[src/rtl/huffman_phase_ctrl_if.sv]
// huffman_phase_ctrl_if
// Handshake bundle between the Huffman phase sequencer and its neighbours
// (host register block and the count/tree/code/encode datapath blocks).
//   master : the sequencer. It takes go/clear and the per-phase done inputs,
//            and drives the enables, start strobes and status.
//   slave  : host plus datapath side, the mirror image of master.
// clk and reset are not part of the bundle; they stay plain module ports.
interface huffman_phase_ctrl_if;
    // host / datapath -> sequencer
    logic        go;
    logic        clear;
    logic        count_done;
    logic [15:0] count_size;
    logic        tree_done;
    logic        code_done;
    logic        enc_done;
    // sequencer -> host / datapath
    logic        count_en;
    logic        tree_start;
    logic        code_start;
    logic        enc_start;
    logic        busy;
    logic        done;
    logic        empty;
    logic        err;
    logic [1:0]  err_code;
    logic [2:0]  state;
    logic [31:0] perf_cycles;

    modport master (
        input  go, clear, count_done, count_size, tree_done, code_done, enc_done,
        output count_en, tree_start, code_start, enc_start, busy, done, empty,
               err, err_code, state, perf_cycles
    );

    modport slave (
        output go, clear, count_done, count_size, tree_done, code_done, enc_done,
        input  count_en, tree_start, code_start, enc_start, busy, done, empty,
               err, err_code, state, perf_cycles
    );
endinterface

[src/rtl/huffman_phase_ctrl.sv]
// huffman_phase_ctrl
// Top-level sequencer for the Huffman encoder. It steps through the phases
// COUNT -> TREE -> CODE -> ENCODE -> DONE. On entry to each downstream phase
// it issues a one-cycle start strobe, then waits for that block's done. Every
// phase runs under a watchdog. Empty input skips straight to DONE. A host
// clear aborts the run from any state.
// Ports:
//   clk    : system clock
//   reset  : synchronous, active-high reset
//   bus    : huffman_phase_ctrl_if.master carrying:
//            go, clear, count_done, count_size, tree/code/enc_done (in)
//            count_en, tree/code/enc_start, busy, done, empty, err,
//            err_code, state, perf_cycles (out, all registered)
// Build option:
//   HUFF_CTRL_PERF_EN : when defined, adds a saturating 32-bit busy-cycle
//                       counter that is reported on perf_cycles. When it is
//                       not defined, perf_cycles is tied to 0.
module huffman_phase_ctrl #(
    parameter int                   TIMEOUT_W   = 16,
    parameter logic [TIMEOUT_W-1:0] TIMEOUT_MAX = 16'hFFFF
) (
    input  logic                 clk,
    input  logic                 reset,
    huffman_phase_ctrl_if.master bus
);

    typedef enum logic [2:0] {
        S_IDLE   = 3'd0,
        S_COUNT  = 3'd1,
        S_TREE   = 3'd2,
        S_CODE   = 3'd3,
        S_ENCODE = 3'd4,
        S_DONE   = 3'd5,
        S_ERROR  = 3'd6
    } state_t;

    // The watchdog reads 0 in the first cycle of a phase. The phase has used
    // up its TIMEOUT_MAX cycles when the count is about to reach TIMEOUT_MAX.
    localparam logic [TIMEOUT_W-1:0] WD_LAST = TIMEOUT_MAX - 1'b1;

    state_t               st;
    logic [TIMEOUT_W-1:0] wdog;
    logic                 count_en, tree_start, code_start, enc_start;
    logic                 busy, done, empty, err;
    logic [1:0]           err_code;
    logic                 in_phase, phase_done, wd_exp;

    assign in_phase = (st == S_COUNT) || (st == S_TREE) ||
                      (st == S_CODE)  || (st == S_ENCODE);

    // Only the done input of the current phase matters; all others are ignored.
    always_comb begin
        phase_done = 1'b0;
        case (st)
            S_COUNT:  phase_done = bus.count_done;
            S_TREE:   phase_done = bus.tree_done;
            S_CODE:   phase_done = bus.code_done;
            S_ENCODE: phase_done = bus.enc_done;
            default:  phase_done = 1'b0;
        endcase
    end

    assign wd_exp = in_phase && (wdog >= WD_LAST);

    // Priority inside the run: clear, then phase done, then watchdog expiry.
    always_ff @(posedge clk) begin
        if (reset) begin
            st         <= S_IDLE;
            wdog       <= '0;
            count_en   <= 1'b0;
            tree_start <= 1'b0;
            code_start <= 1'b0;
            enc_start  <= 1'b0;
            busy       <= 1'b0;
            done       <= 1'b0;
            empty      <= 1'b0;
            err        <= 1'b0;
            err_code   <= 2'd0;
        end else begin
            tree_start <= 1'b0;
            code_start <= 1'b0;
            enc_start  <= 1'b0;
            done       <= 1'b0;
            if (in_phase && (wdog != '1))
                wdog <= wdog + 1'b1;

            if (bus.clear) begin
                // Abort: no strobe and no done this cycle. err_code is kept for
                // the host to read; the next go clears it.
                st       <= S_IDLE;
                wdog     <= '0;
                count_en <= 1'b0;
                busy     <= 1'b0;
                err      <= 1'b0;
            end else if (phase_done) begin
                wdog <= '0;
                case (st)
                    S_COUNT: begin
                        count_en <= 1'b0;
                        if (bus.count_size == 16'd0) begin
                            // Nothing to encode, so skip the downstream phases.
                            st    <= S_DONE;
                            busy  <= 1'b0;
                            done  <= 1'b1;
                            empty <= 1'b1;
                        end else begin
                            st         <= S_TREE;
                            tree_start <= 1'b1;
                        end
                    end
                    S_TREE: begin
                        st         <= S_CODE;
                        code_start <= 1'b1;
                    end
                    S_CODE: begin
                        st        <= S_ENCODE;
                        enc_start <= 1'b1;
                    end
                    default: begin // S_ENCODE
                        st   <= S_DONE;
                        busy <= 1'b0;
                        done <= 1'b1;
                    end
                endcase
            end else if (wd_exp) begin
                st       <= S_ERROR;
                wdog     <= '0;
                count_en <= 1'b0;
                busy     <= 1'b0;
                err      <= 1'b1;
                err_code <= (st == S_COUNT) ? 2'd1 :
                            (st == S_TREE)  ? 2'd2 : 2'd3;
            end else begin
                case (st)
                    S_IDLE: begin
                        if (bus.go) begin
                            st       <= S_COUNT;
                            wdog     <= '0;
                            count_en <= 1'b1;
                            busy     <= 1'b1;
                            empty    <= 1'b0;
                            err_code <= 2'd0;
                        end
                    end
                    S_DONE:  st <= S_IDLE;
                    default: ; // phases wait for done; ERROR waits for clear
                endcase
            end
        end
    end

    assign bus.state      = st;
    assign bus.count_en   = count_en;
    assign bus.tree_start = tree_start;
    assign bus.code_start = code_start;
    assign bus.enc_start  = enc_start;
    assign bus.busy       = busy;
    assign bus.done       = done;
    assign bus.empty      = empty;
    assign bus.err        = err;
    assign bus.err_code   = err_code;

`ifdef HUFF_CTRL_PERF_EN
    logic [31:0] perf_cnt, perf_cycles;
    logic        run_start, run_end;

    assign run_start = (st == S_IDLE) && bus.go && !bus.clear;
    // This fires in the last busy cycle, the one that moves to DONE or ERROR.
    // The latched value therefore excludes that final cycle.
    assign run_end = !bus.clear &&
                     ((phase_done && ((st == S_ENCODE) ||
                                      ((st == S_COUNT) && (bus.count_size == 16'd0)))) ||
                      (!phase_done && wd_exp));

    always_ff @(posedge clk) begin
        if (reset) begin
            perf_cnt    <= 32'd0;
            perf_cycles <= 32'd0;
        end else if (run_start) begin
            perf_cnt    <= 32'd0;
            perf_cycles <= 32'd0;
        end else begin
            if (in_phase && (perf_cnt != 32'hFFFF_FFFF))
                perf_cnt <= perf_cnt + 32'd1;
            if (run_end)
                perf_cycles <= perf_cnt;
        end
    end

    assign bus.perf_cycles = perf_cycles;
`else
    assign bus.perf_cycles = 32'd0;
`endif

endmodule

[src/flat_wrapper.sv]
// flat-port wrapper written by rule: the top's interface ports become plain ports
module huffman_phase_ctrl_flat 
#(
    parameter int                   TIMEOUT_W   = 16,
    parameter logic [TIMEOUT_W-1:0] TIMEOUT_MAX = 16'hFFFF
)
  (clk, reset, bus_go, bus_clear, bus_count_done, bus_count_size, bus_tree_done, bus_code_done, bus_enc_done, bus_count_en, bus_tree_start, bus_code_start, bus_enc_start, bus_busy, bus_done, bus_empty, bus_err, bus_err_code, bus_state, bus_perf_cycles);
  huffman_phase_ctrl_if bus_i ();
  input  logic clk;
  input  logic reset;
  input wire logic [$bits(bus_i.go)-1:0] bus_go;
  input wire logic [$bits(bus_i.clear)-1:0] bus_clear;
  input wire logic [$bits(bus_i.count_done)-1:0] bus_count_done;
  input wire logic [$bits(bus_i.count_size)-1:0] bus_count_size;
  input wire logic [$bits(bus_i.tree_done)-1:0] bus_tree_done;
  input wire logic [$bits(bus_i.code_done)-1:0] bus_code_done;
  input wire logic [$bits(bus_i.enc_done)-1:0] bus_enc_done;
  output wire logic [$bits(bus_i.count_en)-1:0] bus_count_en;
  output wire logic [$bits(bus_i.tree_start)-1:0] bus_tree_start;
  output wire logic [$bits(bus_i.code_start)-1:0] bus_code_start;
  output wire logic [$bits(bus_i.enc_start)-1:0] bus_enc_start;
  output wire logic [$bits(bus_i.busy)-1:0] bus_busy;
  output wire logic [$bits(bus_i.done)-1:0] bus_done;
  output wire logic [$bits(bus_i.empty)-1:0] bus_empty;
  output wire logic [$bits(bus_i.err)-1:0] bus_err;
  output wire logic [$bits(bus_i.err_code)-1:0] bus_err_code;
  output wire logic [$bits(bus_i.state)-1:0] bus_state;
  output wire logic [$bits(bus_i.perf_cycles)-1:0] bus_perf_cycles;
  assign bus_i.go = bus_go;
  assign bus_i.clear = bus_clear;
  assign bus_i.count_done = bus_count_done;
  assign bus_i.count_size = bus_count_size;
  assign bus_i.tree_done = bus_tree_done;
  assign bus_i.code_done = bus_code_done;
  assign bus_i.enc_done = bus_enc_done;
  assign bus_count_en = bus_i.count_en;
  assign bus_tree_start = bus_i.tree_start;
  assign bus_code_start = bus_i.code_start;
  assign bus_enc_start = bus_i.enc_start;
  assign bus_busy = bus_i.busy;
  assign bus_done = bus_i.done;
  assign bus_empty = bus_i.empty;
  assign bus_err = bus_i.err;
  assign bus_err_code = bus_i.err_code;
  assign bus_state = bus_i.state;
  assign bus_perf_cycles = bus_i.perf_cycles;
  huffman_phase_ctrl #(.TIMEOUT_W(TIMEOUT_W), .TIMEOUT_MAX(TIMEOUT_MAX)) u_core (.clk(clk), .reset(reset), .bus(bus_i));
endmodule
[config.mk]
export PLATFORM = sky130hd
export DESIGN_NAME = huffman_phase_ctrl_flat
export DESIGN_NICKNAME = d
export VERILOG_FILES = /design/src/rtl/huffman_phase_ctrl_if.sv /design/src/rtl/huffman_phase_ctrl.sv /design/src/flat_wrapper.sv
export SDC_FILE = /design/constraint.sdc
export NUM_CORES = 1
export LEC_CHECK = 0
export CAP_MARGIN = 20
export CELL_PAD_IN_SITES_DETAIL_PLACEMENT = 0
export CELL_PAD_IN_SITES_GLOBAL_PLACEMENT = 1
export CORE_ASPECT_RATIO = 2
export CORE_MARGIN = 3
export CORE_UTILIZATION = 28
export DETAILED_ROUTE_END_ITERATION = 7
export PLACE_DENSITY = 0.79
export SETUP_SLACK_MARGIN = 0.15
export SLEW_MARGIN = 5
export SYNTH_ARGS = -nofsm -noshare
export SYNTH_HDL_FRONTEND = slang
export SYNTH_SLANG_ARGS = --single-unit
[constraint.sdc]
create_clock -name clk -period 1.95 [get_ports clk]
set_clock_uncertainty 0.1 [all_clocks]
set_input_delay 0.39 -clock clk [delete_from_list [all_inputs] [get_ports clk]]
set_output_delay 0.39 -clock clk [all_outputs]
set_load 0.01 [all_outputs]
==> results.json <==
{
  "rsz0062_at_grt": "true",
  "p_int_mw": 1.182,
  "hold_path.class": "reg -> reg",
  "cp_cell_sequence": "or4bb_4 > o211a_1 > o211ai_4 > o21ai_1 > a22o_1",
  "switching_share": 0.2518,
  "vias": 1628,
  "critPathArrivalTime_ns": 1.87,
  "path_max_fanout": 7,
  "cts_buffers": 5,
  "overflow": 0,
  "power_frac_seq": 0.387,
  "finalHoldViolCount": 0,
  "wl_met2_mm": 2.691,
  "syn_inst": 205,
  "drc": 0,
  "crit_type": "reg -> reg",
  "cp-start-kind": "register",
  "root_buffer": "clkbuf_16",
  "syn_to_final_growth_pct": 46.39,
  "post-route-period-util": 0.9252,
  "cts_sinks": 29,
  "fin_crit_ns": 1.804,
  "ys_seq_area_frac": 0.3281,
  "start_util": 0.2921,
  "yosys_warnings": 0,
  "fin_util": 0.4277,
  "wl_per_cell_um": 12.93,
  "ant_nets": 0,
  "core_sq_mm": 0.006056,
  "r2r-start": "u_core.bus.state[1]$_SDFFE_PP0P_",
  "cp_slowest_cell": "or4bb_4",
  "clock_latency_ns": 0.27,
  "wl_met1_mm": 1.470,
  "whs_ns": 0.3670,
  "p_clk_frac": 0.465,
  "dp_hpwl_mm": 3.641,
  "fp.dieH_um": 118.4,
  "p_comb_frac": 0.148,
  "outcome": "finished, final reports clean",
  "slew_violations": 0,
  "rows": 40,
  "total_leakage_power_nw": 0.9252,
  "grt_max_degree": 11,
  "placedInstanceArea_sq_mm": 0.002267,
  "power_switching_mw": 0.3977,
  "ir_worst_vdd_uv": 289.6,
  "crit_start": "u_core.bus.state[1]$_SDFFE_PP0P_",
  "grt_pass1_wl_mm": 7.596,
  "final_area_sq_mm": 0.002590,
  "placed_cells": 344,
  "port_buffers": 36,
  "clkTransAtPathRegs_ns": 0.05,
  "worstSetupEndpointType": "register",
  "ioPinCount": 69,
  "min_from": "u_core.bus.err_code[1]$_SDFFE_PP0P_",
  "routed_wl_mm": 4.654,
  "antenna_found_initial": 0,
  "largest_reg_flops": 16,
  "finalSetupViolations": 0,
  "maxUsedRoutingLayer": "met4",
  "required_ns": 2.01,
  "die-area_sq_mm": 0.007366,
  "post_synth.cell_area_avg_sq_um": 8.630,
  "cts_tree": "yes",
  "grt_pass1_vias": 1593,
  "via_per_inst": 4.522,
  "slowest_delay_ns": 0.57,
  "drt_iter0_markers": 25,
  "nets": 301,
  "ys_seq_elements": 29,
  "drive_gt1_frac": 0.2681,
  "place.gp.congestion": 0.7798,
  "diodes": 0,
  "first_pass_iters": 4,
  "cap_violations": 0,
  "clockBufferDepth": 2,
  "synth.distinct_cells": 41,
  "fp.dieW_um": 62.21,
  "top_register": "u_core.wdog",
  "met3_length_um": 337,
  "grt_usage": 0.1305,
  "h-tree-depth": 2,
  "syn_area_sq_mm": 0.001769,
  "fin_cells": 360,
  "fmax_ghz": 0.5543,
  "pwr_density_cell_mw_per_mm2": 609.9
}
-- synthesized netlist by cell type, drive strengths merged --
library cell | count | area (sq um)
a211oi | 1 | 7.510
nand2b | 1 | 6.260
nor3 | 11 | 55.05
a221oi | 1 | 8.760
a2bb2oi | 1 | 8.760
nand2 | 12 | 45.04
ha | 2 | 25.02
and4 | 3 | 26.28
buf | 38 | 284.0
nand3 | 5 | 30.03
o21a | 2 | 15.01
inv | 3 | 11.26
a311oi | 2 | 17.52
dfxtp | 29 | 580.6
o21ai | 4 | 23.77
nor3b | 3 | 22.52
nor4 | 10 | 62.56
o22ai | 1 | 6.260
xnor2 | 14 | 122.6
or2 | 2 | 12.51
nand4 | 6 | 37.54
or4bb | 2 | 22.52
a21oi | 4 | 20.02
or3 | 2 | 12.51
mux2i | 4 | 52.55
nor2b | 4 | 25.02
nor2 | 29 | 108.9
nand3b | 1 | 7.510
a22o | 1 | 8.760
o211a | 1 | 10.01
conb | 1 | 3.750
nor4b | 2 | 38.78
o211ai | 3 | 50.05
-- layer usage --
metal	track usage	up-vias
met5	0	-
met4	0.07479	0
met3	0.04087	11
met2	0.2541	68
met1	0.1126	752
li1	-	797
-- worst max-delay path: cells and delay by family, from the launching register on --
family | cells | cell delay, ns
flip-flops | 1 | 0.39
AO/OA/AOI/OAI | 4 | 0.64
AND/OR/NAND/NOR | 1 | 0.57
-- metrics by stage --
| step | power, mW | TNS (ns) | worst slack (ns) |
|---|---|---|---|
| final | 1.580 | 0 | 0.1458 |
| after global routing | 1.643 | 0 | 0.04954 |
| after CTS | 1.584 | 0 | 0.1207 |
| after detailed placement | 0.8366 | -5.122 | -0.2616 |
| after global placement | 0.8353 | -4.512 | -0.2288 |
| after floorplan | 0.7751 | 0 | 0.1461 |
-- placed cells by master, fill, tap and decap left out, drive strengths merged, types with 4 or more instances in the layout --
cell	synthesis	layout
a21oi	4	4
buf	38	34
clkbuf	0	5
clkdlybuf4s50	0	32
conb	1	32
dfxtp	29	29
dlygate4sd2	0	4
mux2i	4	4
nand2	12	12
nand3	5	5
nand4	6	6
nor2	29	29
nor2b	4	4
nor3	11	11
nor4	10	10
o21ai	4	4
xnor2	14	14
-- worst paths after layout --
check,cells after the start,endpoint,slack (ns)
max,5,u_core.bus.busy$_SDFFE_PP0P_,0.15
min,2,u_core.bus.err_code[1]$_SDFFE_PP0P_,0.37
max reg2reg,5,u_core.bus.busy$_SDFFE_PP0P_,0.15
min reg2reg,2,u_core.bus.err_code[1]$_SDFFE_PP0P_,0.37
-- power by group through the flow --
stage | clock network (mW) | logic [mW] | registers (mW)
floorplan | 0 | 0.155 | 0.620
global placement | 0 | 0.213 | 0.622
detailed placement | 0 | 0.214 | 0.622
CTS | 0.757 | 0.218 | 0.610
global route | 0.779 | 0.253 | 0.611
finish | 0.734 | 0.234 | 0.611
-- area by class of cell --
type | count | area, sq um
inverters | 3 | 11.26
repair buffers | 70 | 621.8
flip-flops and latches | 29 | 593.1
clock inverters | 3 | 17.52
multi-input cells | 166 | 1116
well taps | 84 | 105.1
fillers | 596 | 3466
clock buffers | 5 | 125.1
-- logic make-up after synthesis --
group                      Yosys count  synth area share
AOI/OAI and AO/OA                   21           0.09972
xor gates and xnor gates            14           0.06931
adders and majority gates            2           0.01414
buffers and inverters               41            0.1669
DFF                                 29            0.3281
muxes                                4           0.02970
other                                1          0.002120
and+or+nand+nor                     93            0.2900
-- what timing repair did --
| item | CTS | global route |
|---|---|---|
| buffers inserted | 1 | 7 |
| setup endpoints to repair | 24 | 22 |
| hold endpoints to repair | 0 | 0 |
| pin swaps | 9 | 13 |
| gates resized for setup | 19 | 17 |
| hold buffers | 0 | 0 |
No activity file was read; power rests on OpenSTA's default activity.
